### config.mk
export PLATFORM = sky130hd
export DESIGN_NAME = imem_loader
export DESIGN_NICKNAME = d
export VERILOG_FILES = /design/src/rtl/imem_loader.sv
export SDC_FILE = /design/constraint.sdc
export NUM_CORES = 1
export LEC_CHECK = 0
export CAP_MARGIN = 25
export CORE_ASPECT_RATIO = 0.6
export CORE_UTILIZATION = 54
export CTS_BUF_LIST = sky130_fd_sc_hd__clkbuf_2
export DETAILED_ROUTE_END_ITERATION = 12
export PLACE_DENSITY = 0.82
export SLEW_MARGIN = 5
export SYNTH_ARGS = -nofsm -noshare
export SYNTH_HDL_FRONTEND = slang
export SYNTH_SLANG_ARGS = --single-unit
### constraint.sdc
create_clock -name clk -period 2.2 [get_ports clk]
set_clock_uncertainty 0.2 [all_clocks]
set_input_delay 0.44 -clock clk [delete_from_list [all_inputs] [get_ports clk]]
set_output_delay 0.44 -clock clk [all_outputs]
set_load 0.05 [all_outputs]
### src/rtl/imem_loader.sv
// Instruction-memory loader: byte stream in, big-endian words out.
// Holds the CPU in reset until a checksummed image is in memory.
module imem_loader #(
  parameter int DEPTH = 32,
  parameter int CNT_W = 6
) (
  input  logic        clk,
  input  logic        reset_n,
  input  logic        start,
  input  logic        rx_valid,
  input  logic [7:0]  rx_data,
  output logic        rx_ready,
  output logic        wr_en,
  output logic [31:0] wr_addr,
  output logic [31:0] wr_data,
  output logic        cpu_reset,
  output logic        busy,
  output logic        done,
  output logic        err
);

  typedef enum logic [2:0] {
    S_IDLE,
    S_HDR,
    S_DATA,
    S_CSUM,
    S_DONE,
    S_ERR
  } state_t;

  localparam logic [8:0] DEPTH_B = 9'(DEPTH);

  state_t state;
  state_t state_nxt;

  logic [1:0]       byte_cnt;
  logic [CNT_W-1:0] word_idx;
  logic [CNT_W-1:0] n_words;
  logic [7:0]       csum;
  logic [23:0]      word;

  logic xfer;
  logic hdr_bad;
  logic word_end;
  logic last_word;
  logic ready_nxt;

  assign xfer      = rx_valid & rx_ready;
  assign hdr_bad   = (rx_data == 8'd0) ||
                     ({1'b0, rx_data} > DEPTH_B);
  assign word_end  = (byte_cnt == 2'd3);
  assign last_word = (word_idx == n_words - CNT_W'(1));

  // State register
  always_ff @(posedge clk or negedge reset_n) begin
    if (!reset_n) begin
      state <= S_IDLE;
    end else begin
      state <= state_nxt;
    end
  end

  // Next state and state-decoded status outputs
  always_comb begin
    state_nxt = state;
    busy      = 1'b0;
    done      = 1'b0;
    err       = 1'b0;
    cpu_reset = 1'b1;
    ready_nxt = 1'b0;
    unique case (state)
      S_IDLE: begin
        if (start) state_nxt = S_HDR;
      end
      S_HDR: begin
        busy = 1'b1;
        if (xfer) begin
          state_nxt = hdr_bad ? S_ERR : S_DATA;
        end
      end
      S_DATA: begin
        busy = 1'b1;
        if (xfer && word_end && last_word) begin
          state_nxt = S_CSUM;
        end
      end
      S_CSUM: begin
        busy = 1'b1;
        if (xfer) begin
          state_nxt = (rx_data == csum) ? S_DONE : S_ERR;
        end
      end
      S_DONE: begin
        done      = 1'b1;
        cpu_reset = 1'b0;
        if (start) state_nxt = S_HDR;
      end
      S_ERR: begin
        err = 1'b1;
        if (start) state_nxt = S_HDR;
      end
      default: begin
        state_nxt = S_IDLE;
      end
    endcase
    // ready only once a receiving state has been entered
    ready_nxt = (state_nxt == state) &&
                (busy == 1'b1);
  end

  // Handshake, word assembly, checksum and write strobe
  always_ff @(posedge clk or negedge reset_n) begin
    if (!reset_n) begin
      rx_ready <= 1'b0;
      wr_en    <= 1'b0;
      wr_addr  <= 32'd0;
      wr_data  <= 32'd0;
      byte_cnt <= 2'd0;
      word_idx <= '0;
      n_words  <= '0;
      csum     <= 8'd0;
      word     <= 24'd0;
    end else begin
      rx_ready <= ready_nxt;
      wr_en    <= 1'b0;
      if (state == S_HDR && xfer && !hdr_bad) begin
        n_words  <= rx_data[CNT_W-1:0];
        byte_cnt <= 2'd0;
        word_idx <= '0;
        csum     <= 8'd0;
        word     <= 24'd0;
      end
      if (state == S_DATA && xfer) begin
        word     <= {word[15:0], rx_data};
        csum     <= csum + rx_data;
        byte_cnt <= byte_cnt + 2'd1;
        if (word_end) begin
          wr_en    <= 1'b1;
          wr_addr  <= {{(30-CNT_W){1'b0}},
                       word_idx, 2'b00};
          wr_data  <= {word, rx_data};
          word_idx <= word_idx + CNT_W'(1);
        end
      end
    end
  end

endmodule

==> results of run 1 <==
cell type report:
type | instances | area (sq um)
Tap cell | 104 | 130
Clock buffer | 11 | 55.1
Inverter | 7 | 26.3
Multi-Input combinational cell | 298 | 1840
Fill cell | 562 | 2170
Clock inverter | 5 | 41.3
Sequential cell | 89 | 2230
Timing Repair Buffer | 110 | 922
synthesized netlist by cell type (2+ instances only):
cell and count:
nand2_1 121, dfrtp_1 89, buf_4 27, a22o_1 24, nor2_1 11, o21ai_0 11
clkbuf_1 10, ha_1 10, xnor2_1 10, a21oi_1 9, a22o_2 8, mux2_2 8
inv_1 6, nand3_1 6, and2_1 5, nand2b_1 5, xor2_1 5, a211oi_1 4
buf_6 4, nand4_1 3, nor3_1 3, a21o_1 2, nand3_2 2, o21bai_1 2
o41ai_1 2, or3_1 2
cell families after synthesis:
kind of cell,after synthesis
compound gates,72
mux,8
buf+inv,50
flops,89
xor+xnor,15
simple gates,166
fa+ha+maj,11
other cells,1
stage by stage:
stage          power [mW]  cell area (sq um)  setup TNS [ps]  hold slack, ps
2_1_floorplan        2.63               4320               0           -55.6
3_3_place_gp         2.99               5100          -19960             235
3_5_place_dp         3.03               5100          -23100             251
4_1_cts              3.84               5220            -322             132
5_1_grt              4.10               5250            -317             155
6_report             3.90               5250           -30.6             143
routing by layer:
layer	vias up	track usage (%)	wire, um
met2	125	37.9	4610
met5	-	0	0
li1	1562	-	-
met4	0	8.69	114
met3	13	6.68	586
met1	1653	38.3	4660
timing repair:
action	4_1_cts	5_1_grt
pin swaps	0	2
buffers inserted	3	5
hold buffers	1	0
resized for setup	48	70
setup endpoints to repair	43	48
endpoints found under the hold margin	54	0
sequential cells by signal, indices dropped and copies added, names as in the netlist:
register,cells
csum,8
n_words,6
wr_en,1
wr_data,32
wr_addr,6
word_idx,6
state,3
byte_cnt,2
rx_ready,1
word,24
worst paths after layout:
check	start	to	slack, ps	cells past startpoint
hold / removal	reset_n	wr_addr[3]	140	2
setup / recovery	state[1]	done	-20	4
max in group asynchronous	reset_n	word[1]	970	3
min in group clk	start	state[2]	240	2
hold reg to reg	word[21]	wr_data[29]	300	2
setup reg to reg	csum[3]	state[0]	40	6
power by group:
| group | internal, mW | switching, mW | leakage, nW |
|---|---|---|---|
| Clock | 0.166 | 0.575 | 0.0588 |
| Sequential | 1.75 | 0.147 | 1.22 |
| Combinational | 0.582 | 0.681 | 1.46 |
==> results_tabular.tex, run 1 <==
\begin{tabular}{lr}
\hline
Metric & Value \\
\hline
\multicolumn{2}{l}{\textbf{Run status}} \\
\quad Result of the run & finished, violations left \\
\quad Failing checks & setup timing \\
\multicolumn{2}{l}{\textbf{Floorplanning}} \\
\quad DIE AREA & 8190 sq um \\
\quad Die Span X & 116 um \\
\quad Row count & 24 \\
\quad I/O pin count & 82 \\
\quad Starting density of the core & 56.9\% \\
\quad Die Span Y & 70.5 um \\
\quad Core area & 7420 sq um \\
\multicolumn{2}{l}{\textbf{Detailed routing}} \\
\quad Count of unresolved DRC violations after routing & 0 \\
\quad Detailed-route wire length per cell & 16.0 um \\
\quad Routed wire length & 9.97 mm \\
\quad Drt via density & 5.37 \\
\quad Starting DRT DRC Count & 289 \\
\quad Number of vias after detailed routing & 3353 \\
\quad First drt pass iteration count & 5 \\
\quad Antenna Violating Nets Remaining & 0 \\
\multicolumn{2}{l}{\textbf{Synthesis}} \\
\quad Share of the synthesized area in the top cell type & 52.7\% \\
\quad Leading post-synthesis cells by cell area & dfrtp\_1 (53\%), nand2\_1 (11\%), a22o\_1 (5.0\%) \\
\quad Biggest area consumer among synthesized cells & dfrtp\_1 \\
\quad Synthesized flop and latch total & 89 \\
\quad Proportion of synthesized area in mux cells & 2.13\% \\
\quad Share of the synthesized area in compound gates (AO/OA/AOI/OAI) & 13.2\% \\
\quad Largest family of logic cells by synthesized area & simple AND/OR/NAND/NOR gates \\
\quad Post-Syn Instances & 412 \\
\quad EDFF count, synth & 0 \\
\quad Total of warnings raised by yosys & 0 \\
\quad Fraction of registers with async set/reset & 100\% \\
\quad Unique masters post-synth & 49 \\
\quad Leading register cell type out of synthesis & dfrtp\_1 \\
\quad Simple-gate share of the synthesized area & 17.3\% \\
\quad Arithmetic-cell share of the synthesized area counting full adders, half adders and majority gates & 3.44\% \\
\quad Average cell area after synthesis & 10.2 sq um \\
\quad Mapped cell area & 4220 sq um \\
\quad Synth Area in XOR/XNOR & 3.11\% \\
\quad Sequential area share after synthesis & 52.7\% \\
\multicolumn{2}{l}{\textbf{STA}} \\
\quad Worst path setup slack after routing & -20.9 ps \\
\quad Max-slew headroom & 64.5\% \\
\quad Hold Violations, Final & 0 \\
\quad Pin slew with the least headroom to its limit & 533 ps \\
\quad Total of endpoints with negative setup slack in the final report & 2 \\
\quad Final critical-path share of the clock period & 101\% \\
\quad Top achievable clock speed & 450 MHz \\
\quad Unrepaired setup endpoints after global routing & true \\
\quad Clock period minus final worst setup slack & 2220 ps \\
\quad Number of slew-limit violations in the final report & 0 \\
\multicolumn{2}{l}{\textbf{Finish}} \\
\quad Ratio of cells with drive above 1 in the final layout & 26.5\% \\
\quad Final core utilization & 70.7\% \\
\quad Fin nets & 538 \\
\quad Synth-to-Final Area Change & 24.3\% \\
\quad Number of standard cells in the layout, taps in and fillers out & 624 \\
\quad Diodes inserted & 0 \\
\quad Most common cell after layout, fill and taps aside & nand2\_1 \\
\quad Most used cells in the layout excluding fill and tap cells & nand2\_1 (121), dfrtp\_1 (87), buf\_4 (55) \\
\multicolumn{2}{l}{\textbf{Placement}} \\
\quad Post-DP HPWL & 7.02 mm \\
\quad Worst Setup Slack post-DPL & -638 ps \\
\quad Quantity of I/O buffers inserted on ports & 55 \\
\quad Final RePlAce weighted congestion & 0.883 \\
\quad Placed Cells incl. Taps & 600 \\
\multicolumn{2}{l}{\textbf{Worst setup path}} \\
\quad Critical path startpoint category & register \\
\quad Max stage delay cell, worst path & dfrtp\_1 \\
\quad Type of the worst setup path & reg -> out \\
\quad Max Fanout on Critical Path & 3 \\
\quad Number of buffer and inverter stages on the critical path & 2 \\
\quad Largest incremental delay on the critical path & 480 ps \\
\quad Worst endpoint data arrival time & 1580 ps \\
\quad Top cell family by delay on the critical path & flip-flops \\
\quad CP endpoint kind & output pin \\
\quad CP Cell Sequence & nand2b\_4, nand2b\_4, inv\_2, buf\_12 \\
\quad Crit path top cell by count & nand2b\_4 \\
\quad Required time worst endpoint & 1560 ps \\
\multicolumn{2}{l}{\textbf{Global routing}} \\
\quad Vias in the first global route & 3189 \\
\quad Antenna violations before repair & 0 \\
\quad Global routing usage summed across all routing layers & 26.1\% \\
\quad Congestion Overflow GR & 0 \\
\quad Wire length of the first global-routing pass & 16.0 mm \\
\quad Maximum number of pins on one net before global-route repair & 38 \\
\multicolumn{2}{l}{\textbf{Clock tree}} \\
\quad Root Buffer & clkbuf\_2 \\
\quad Number of clock buffers inserted by TritonCTS & 9 \\
\quad Insertion delay of the later-clocked pin in the worst-skew pair & 570 ps \\
\quad Maximum buffer depth of the clock tree & 2 \\
\quad Deepest level of the CTS H-tree & 3 \\
\quad CTS tree & built \\
\quad Clock sink total & 89 \\
\quad Clock slew seen by the registers of the worst setup and hold paths & 250 ps \\
\multicolumn{2}{l}{\textbf{Flow run}} \\
\quad Max capacitance violation total & 0 \\
\multicolumn{2}{l}{\textbf{Power}} \\
\quad Static power due to leakage & 2.75 nW \\
\quad Total power density per cell area & 744 nW/um\^{}2 \\
\quad Max IR drop VDD & 1220 uV \\
\multicolumn{2}{l}{\textbf{Hold path}} \\
\quad Class of the tightest hold or removal check & in -> async \\
\hline
\end{tabular}
No activity file was read; power rests on OpenSTA's default activity.
==> run 2: changes to the inputs <==
Settings changed: PLACE_DENSITY 0.82 to 0.83.
==> run 2 against run 1 <==
Compared with the run above: combinational power shrank 4%; cell area grew 0.17%; the run still ends with setup timing left; total power is 4.6% higher; die area stayed put; critical path depth up 1; worst hold slack worse by 71 ps; routed wire length shrank 6.1%; register-to-register slack better by 40 ps; setup slack got worse by 99 ps; sequential share of layout area down 0.071 points.
==> results_tabular.tex, run 2 (same netlist as run 1, synthesis figures left out) <==
\begin{tabular}{lr}
\hline
Metric & Value \\
\hline
\multicolumn{2}{l}{\textbf{Power}} \\
\quad Total power & 4.08 mW (+4.6\%) \\
\quad Clock network fraction of total power & 23.9\% (+4.9 points) \\
\quad Combinational group share of total power & 29.6\% (-2.8 points) \\
\quad Register share of total power & 46.5\% (-2.1 points) \\
\quad Power spent charging and discharging nets & 1.38 mW (-1.8\%) \\
\quad Static power due to leakage & 2.75 nW (+0.21\%) \\
\quad Internal power component & 2.71 mW (+8.2\%) \\
\quad Total power density per cell area & 777 nW/um\^{}2 (+4.5\%) \\
\quad Switching fraction of total power & 33.7\% (-2.2 points) \\
\quad Max IR drop VDD & 690 uV (-44\%) \\
\multicolumn{2}{l}{\textbf{Finish}} \\
\quad Fin nets & 534 (-0.74\%) \\
\quad Synth-to-Final Area Change & 24.5\% \\
\quad Register with the most flip-flops & wr\_data \\
\quad Most used cells in the layout excluding fill and tap cells & nand2\_1 (121), dfrtp\_1 (87), buf\_4 (50) \\
\quad Top flop regs & wr\_data (32), word (24), csum (8) \\
\quad Most common cell after layout, fill and taps aside & nand2\_1 \\
\quad Number of filler cells placed in the layout & 573 (+2.0\%) \\
\quad Diodes inserted & 0 (unchanged) \\
\quad Max FFs per register & 32 (unchanged) \\
\quad Ratio of cells with drive above 1 in the final layout & 27.3\% (+0.79 points) \\
\multicolumn{2}{l}{\textbf{Worst setup path}} \\
\quad Type of the worst setup path & reg -> out \\
\quad Capture instance of the worst register-to-register path & state[0] \\
\quad Max Fanout on Critical Path & 3 (unchanged) \\
\quad Critical path startpoint category & register \\
\quad R2R depth & 6 (unchanged) \\
\quad Max stage delay cell, worst path & dfrtp\_2 \\
\quad Worst reg2reg path startpoint & csum[2] \\
\quad Reg-to-reg slack, setup & 80 ps (+40 ps) \\
\quad Top cell family by delay on the critical path & flip-flops \\
\quad CP Cell Sequence & buf\_6, nand2b\_4, nand2b\_4, inv\_2, buf\_12 \\
\quad Largest incremental delay on the critical path & 470 ps (about the same) \\
\quad Number of buffer and inverter stages on the critical path & 3 (+1) \\
\quad Required time worst endpoint & 1560 ps (about the same) \\
\quad Crit path top cell by count & nand2b\_4 \\
\quad CP endpoint kind & output pin \\
\quad Worst endpoint data arrival time & 1680 ps (+100 ps) \\
\multicolumn{2}{l}{\textbf{Floorplanning}} \\
\quad Die Span Y & 70.5 um (unchanged) \\
\quad Row count & 24 (unchanged) \\
\quad Starting density of the core & 56.9\% (unchanged) \\
\quad DIE AREA & 8190 sq um (unchanged) \\
\quad I/O pin count & 82 (unchanged) \\
\quad Die Span X & 116 um (unchanged) \\
\quad Core area & 7420 sq um (unchanged) \\
\multicolumn{2}{l}{\textbf{Placement}} \\
\quad Final RePlAce weighted congestion & 0.890 (+0.86\%) \\
\quad Post-DP HPWL & 6.75 mm (-3.9\%) \\
\quad Quantity of I/O buffers inserted on ports & 55 (unchanged) \\
\multicolumn{2}{l}{\textbf{Detailed routing}} \\
\quad Count of unresolved DRC violations after routing & 0 (unchanged) \\
\quad First drt pass iteration count & 5 (unchanged) \\
\quad Antenna Violating Nets Remaining & 0 (unchanged) \\
\quad Routed wire length & 9.36 mm (-6.1\%) \\
\quad Starting DRT DRC Count & 236 (-18\%) \\
\quad Number of vias after detailed routing & 3225 (-3.8\%) \\
\quad Detailed-route wire length per cell & 15.1 um (-5.5\%) \\
\quad Drt via density & 5.20 (-3.2\%) \\
\multicolumn{2}{l}{\textbf{Global routing}} \\
\quad Congestion Overflow GR & 0 (unchanged) \\
\quad Most used routing layer & met1 \\
\quad Maximum number of pins on one net before global-route repair & 42 (+11\%) \\
\quad Antenna violations before repair & 0 (unchanged) \\
\quad Vias in the first global route & 3029 (-5.0\%) \\
\quad Global routing usage summed across all routing layers & 24.6\% (-1.5 points) \\
\quad Wire length of the first global-routing pass & 15.0 mm (-6.0\%) \\
\quad Global Route met3 Usage & 7.20\% (+0.52 points) \\
\quad Grt met1 use & 37.0\% (-1.3 points) \\
\quad Global routing met2 resource utilization & 35.4\% (-2.4 points) \\
\multicolumn{2}{l}{\textbf{Clock tree}} \\
\quad Deepest level of the CTS H-tree & 3 (unchanged) \\
\quad Root Buffer & clkbuf\_2 \\
\quad CTS tree & built \\
\quad Insertion delay of the later-clocked pin in the worst-skew pair & 580 ps (about the same) \\
\quad Number of clock buffers inserted by TritonCTS & 9 (unchanged) \\
\quad Maximum buffer depth of the clock tree & 2 (unchanged) \\
\quad Clock sink total & 89 (unchanged) \\
\quad Clock slew seen by the registers of the worst setup and hold paths & 250 ps (about the same) \\
\multicolumn{2}{l}{\textbf{Run status}} \\
\quad Result of the run & finished, violations left \\
\quad Failing checks & setup timing \\
\multicolumn{2}{l}{\textbf{Flow run}} \\
\quad Max capacitance violation total & 0 (unchanged) \\
\multicolumn{2}{l}{\textbf{STA}} \\
\quad Hold Violations, Final & 0 (unchanged) \\
\quad Number of slew-limit violations in the final report & 0 (unchanged) \\
\quad Clock period minus final worst setup slack & 2320 ps (+99.0 ps) \\
\quad Worst path setup slack after routing & -120 ps (-99.0 ps) \\
\quad Final critical-path share of the clock period & 105\% (+4.5 points) \\
\quad Total of endpoints with negative setup slack in the final report & 4 (+2) \\
\quad Unrepaired setup endpoints after global routing & true \\
\quad Top achievable clock speed & 431 MHz (-4.3\%) \\
\quad Post-route setup TNS & -270 ps (-239 ps) \\
\multicolumn{2}{l}{\textbf{Hold path}} \\
\quad Class of the tightest hold or removal check & in -> async \\
\hline
\end{tabular}
## run 2: changes by cell type in the layout (fill, tap and decap cells not counted), sizes merged
cell           delta
clkinv            -1
clkdlybuf4s15     -6
bufinv            +2
inv               +2
clkinvlp          -2
clkbuf            +6
dlygate4sd2       -1
buf               -4
## run 2: worst max path at each step
stage,start,endpoint,slack (ps),cells past startpoint
after floorplan,rx_data[1],n_words[2],0.9,5
after global placement,rx_data[4],state[0],-760,7
after detailed placement,rx_data[4],state[0],-770,7
after CTS,state[1],done,-150,5
after global routing,state[1],done,-210,5
final,state[1],done,-120,5
## run 2: final cells by class
type	instances	area [sq um]	share of cell area, %
Timing Repair Buffer	106	862	16.4
Multi-Input combinational cell	298	1860	35.4
Clock buffer	10	50.0	0.952
Inverter	7	26.3	0.500
Tap cell	104	130	2.48
Clock inverter	6	97.6	1.86
Sequential cell	89	2230	42.4
## run 2: layer usage
layer,up-vias,wire [um]
li1,1562,-
met1,1538,4560
met2,116,4110
met3,9,602
met4,0,88
met5,-,0
## run 2: repair_timing
action	CTS	global route
resized for setup	53	71
endpoints found under the setup margin	44	61
gates cloned	0	0
setup buffers	2	1
hold buffers	1	0
pin swaps	3	3
hold endpoints to repair	83	0
## run 2: per-stage QoR
step	worst slack, ps	std cells	hold WS [ps]	area, sq um	utilization (%)
floorplan	0.925	437	-55.6	4320	-
CTS	-154	619	55.5	5290	71.4
global route	-212	620	66.6	5260	70.9
finish	-120	620	72.7	5260	70.9
global placement	-759	600	178	5100	68.8
detailed placement	-775	600	183	5100	68.8
## run 2: power by group through the flow
stage | sequential (mW) | clock (mW) | combinational (mW)
floorplan | 1.91 | 0 | 0.721
global placement | 1.91 | 0 | 1.07
detailed placement | 1.92 | 0 | 1.10
CTS | 1.89 | 1.00 | 1.18
global route | 1.92 | 1.07 | 1.29
finish | 1.90 | 0.977 | 1.21
==> run 3: changes to the inputs <==
Settings changed: REMOVE_ABC_BUFFERS set to 1, SLEW_MARGIN 5 to 10.
==> run 3 against run 2 <==
Compared with the run above: the run still ends with setup timing left; routed wire length is essentially flat; via count up 1.6%; setup slack improved by 110 ps; register-to-register slack worse by 20 ps; final cell count grew 0.32%; non-clock buffer count increased by 1; highest routed layer unchanged; sequential power is essentially flat.
==> results_tabular.tex, run 3 (same netlist as run 1, synthesis figures left out) <==
\begin{tabular}{lr}
\hline
Metric & Value \\
\hline
\multicolumn{2}{l}{\textbf{Power}} \\
\quad Max IR drop VDD & 841 uV (+22\%) \\
\quad Total power density per cell area & 757 nW/um\^{}2 (-2.6\%) \\
\quad Total power & 3.96 mW (-3.1\%) \\
\quad Static power due to leakage & 2.76 nW (+0.40\%) \\
\multicolumn{2}{l}{\textbf{Detailed routing}} \\
\quad Routed wire length & 9.36 mm (about the same) \\
\quad Starting DRT DRC Count & 242 (+2.5\%) \\
\quad Drt via density & 5.27 (+1.3\%) \\
\quad Count of unresolved DRC violations after routing & 0 (unchanged) \\
\quad First drt pass iteration count & 5 (unchanged) \\
\quad Detailed-route wire length per cell & 15.1 um (-0.25\%) \\
\quad Antenna Violating Nets Remaining & 0 (unchanged) \\
\quad Number of vias after detailed routing & 3277 (+1.6\%) \\
\multicolumn{2}{l}{\textbf{STA}} \\
\quad Hold Violations, Final & 0 (unchanged) \\
\quad Worst path setup slack after routing & -7.92 ps (+112 ps) \\
\quad Number of slew-limit violations in the final report & 0 (unchanged) \\
\quad Clock period minus final worst setup slack & 2210 ps (-112 ps) \\
\quad Top achievable clock speed & 453 MHz (+5.1\%) \\
\quad Final critical-path share of the clock period & 100\% (-5.1 points) \\
\quad Total of endpoints with negative setup slack in the final report & 3 (-1) \\
\quad Unrepaired setup endpoints after global routing & true \\
\multicolumn{2}{l}{\textbf{Run status}} \\
\quad Result of the run & finished, violations left \\
\quad Failing checks & setup timing \\
\multicolumn{2}{l}{\textbf{Finish}} \\
\quad Most common cell after layout, fill and taps aside & nand2\_1 \\
\quad Max FFs per register & 32 (unchanged) \\
\quad Final core utilization & 70.5\% (-0.34 points) \\
\quad Register with the most flip-flops & wr\_data \\
\quad Most used cells in the layout excluding fill and tap cells & nand2\_1 (121), dfrtp\_1 (88), buf\_4 (53) \\
\quad Top flop regs & wr\_data (32), word (24), csum (8) \\
\quad Fin nets & 535 (+0.19\%) \\
\quad Synth-to-Final Area Change & 23.9\% \\
\quad Ratio of cells with drive above 1 in the final layout & 30.0\% (+2.7 points) \\
\quad Number of filler cells placed in the layout & 566 (-1.2\%) \\
\multicolumn{2}{l}{\textbf{Clock tree}} \\
\quad Root Buffer & clkbuf\_2 \\
\quad Deepest level of the CTS H-tree & 3 (unchanged) \\
\quad Insertion delay of the later-clocked pin in the worst-skew pair & 570 ps (about the same) \\
\quad CTS tree & built \\
\quad Clock sink total & 89 (unchanged) \\
\quad Clock slew seen by the registers of the worst setup and hold paths & 250 ps (about the same) \\
\quad Number of clock buffers inserted by TritonCTS & 9 (unchanged) \\
\quad Maximum buffer depth of the clock tree & 2 (unchanged) \\
\multicolumn{2}{l}{\textbf{Hold path}} \\
\quad Class of the tightest hold or removal check & in -> reg \\
\multicolumn{2}{l}{\textbf{Worst setup path}} \\
\quad Type of the worst setup path & in -> reg \\
\quad CP endpoint kind & register \\
\quad Worst endpoint data arrival time & 2510 ps (+830 ps) \\
\quad Required time worst endpoint & 2500 ps (+940 ps) \\
\quad Max Fanout on Critical Path & 9 (+6) \\
\quad Critical path startpoint category & primary input \\
\multicolumn{2}{l}{\textbf{Global routing}} \\
\quad Global routing usage summed across all routing layers & 24.8\% (+0.21 points) \\
\quad Congestion Overflow GR & 0 (unchanged) \\
\quad Wire length of the first global-routing pass & 15.5 mm (+3.1\%) \\
\quad Antenna violations before repair & 0 (unchanged) \\
\quad Maximum number of pins on one net before global-route repair & 37 (-12\%) \\
\quad Vias in the first global route & 3128 (+3.3\%) \\
\multicolumn{2}{l}{\textbf{Flow run}} \\
\quad Max capacitance violation total & 0 (unchanged) \\
\multicolumn{2}{l}{\textbf{Floorplanning}} \\
\quad I/O pin count & 82 (unchanged) \\
\quad DIE AREA & 8190 sq um (unchanged) \\
\quad Die Span Y & 70.5 um (unchanged) \\
\quad Starting density of the core & 56.9\% (unchanged) \\
\quad Die Span X & 116 um (unchanged) \\
\quad Row count & 24 (unchanged) \\
\quad Core area & 7420 sq um (unchanged) \\
\multicolumn{2}{l}{\textbf{Placement}} \\
\quad Quantity of I/O buffers inserted on ports & 55 (unchanged) \\
\quad Final RePlAce weighted congestion & 0.938 (+5.4\%) \\
\quad Post-DP HPWL & 6.81 mm (+0.91\%) \\
\hline
\end{tabular}
==> run 3: path summary, 6_finish.rpt <==
| check | slack, ps | from | cells after the start | to |
|---|---|---|---|---|
| setup reg to reg | 60 | csum[0] | 7 | csum[4] |
| hold / removal | 40 | rx_data[1] | 2 | n_words[1] |
| max in group asynchronous | 1110 | reset_n | 3 | state[2] |
| hold reg to reg | 310 | wr_data[22] | 2 | wr_data[22] |
| setup / recovery | -8 | rx_data[3] | 7 | word[2] |
| min in group asynchronous | 110 | reset_n | 2 | wr_addr[7] |
==> run 3: final cells by class <==
type	count	area (sq um)	share of cell area, %
Tap cell	104	130	2.49
Inverter	7	26.3	0.502
Timing Repair Buffer	107	866	16.6
Antenna cell	1	2.50	0.0478
Clock buffer	9	45.0	0.861
Sequential cell	89	2230	42.6
Multi-Input combinational cell	298	1870	35.8
Clock inverter	7	60.1	1.15
==> run 3: timing repair <==
item / 4_1_cts / 5_1_grt
hold buffers: 1 / 0
pin swaps: 0 / 5
setup buffers: 4 / 3
hold endpoints to repair: 89 / 0
gates resized for setup: 50 / 79
setup endpoints to repair: 41 / 44
==> run 3: metrics by stage <==
step | instance area, sq um | hold slack [ps] | cells | setup slack (ps) | setup TNS, ps
6_report | 5230 | 38.1 | 622 | -7.92 | -14.5
5_1_grt | 5230 | 7.92 | 621 | -97.4 | -255
4_1_cts | 5250 | 99.5 | 619 | -102 | -212
3_5_place_dp | 5100 | 218 | 598 | -607 | -27100
3_3_place_gp | 5100 | 212 | 598 | -645 | -24990
2_1_floorplan | 4010 | -55.6 | 394 | -1120 | -28860
==> run 3: worst max-delay path, cell delays in order <==
cell and delay (ps):
clkdlybuf4s50_1 540, or4_4 550, o21ai_2 180, nand3_2 120
o22a_4 290, buf_4 180, a22o_2 210
==> run 3: layer usage <==
| metal | global-route usage [%] | vias to the layer above | routed length, um |
|---|---|---|---|
| li1 | - | 1557 | - |
| met1 | 36.3 | 1611 | 4640 |
| met2 | 37.0 | 97 | 4170 |
| met3 | 6.86 | 12 | 461 |
| met4 | 5.70 | 0 | 91 |
| met5 | 0 | - | 0 |
==> run 3: power by group <==
group          leakage, nW  total, mW  switching (mW)  internal [mW]
Combinational         1.48       1.29           0.693          0.598
Clock               0.0628      0.779           0.608          0.171
Sequential            1.23       1.89           0.137           1.75
Total                 2.76       3.96            1.44           2.52
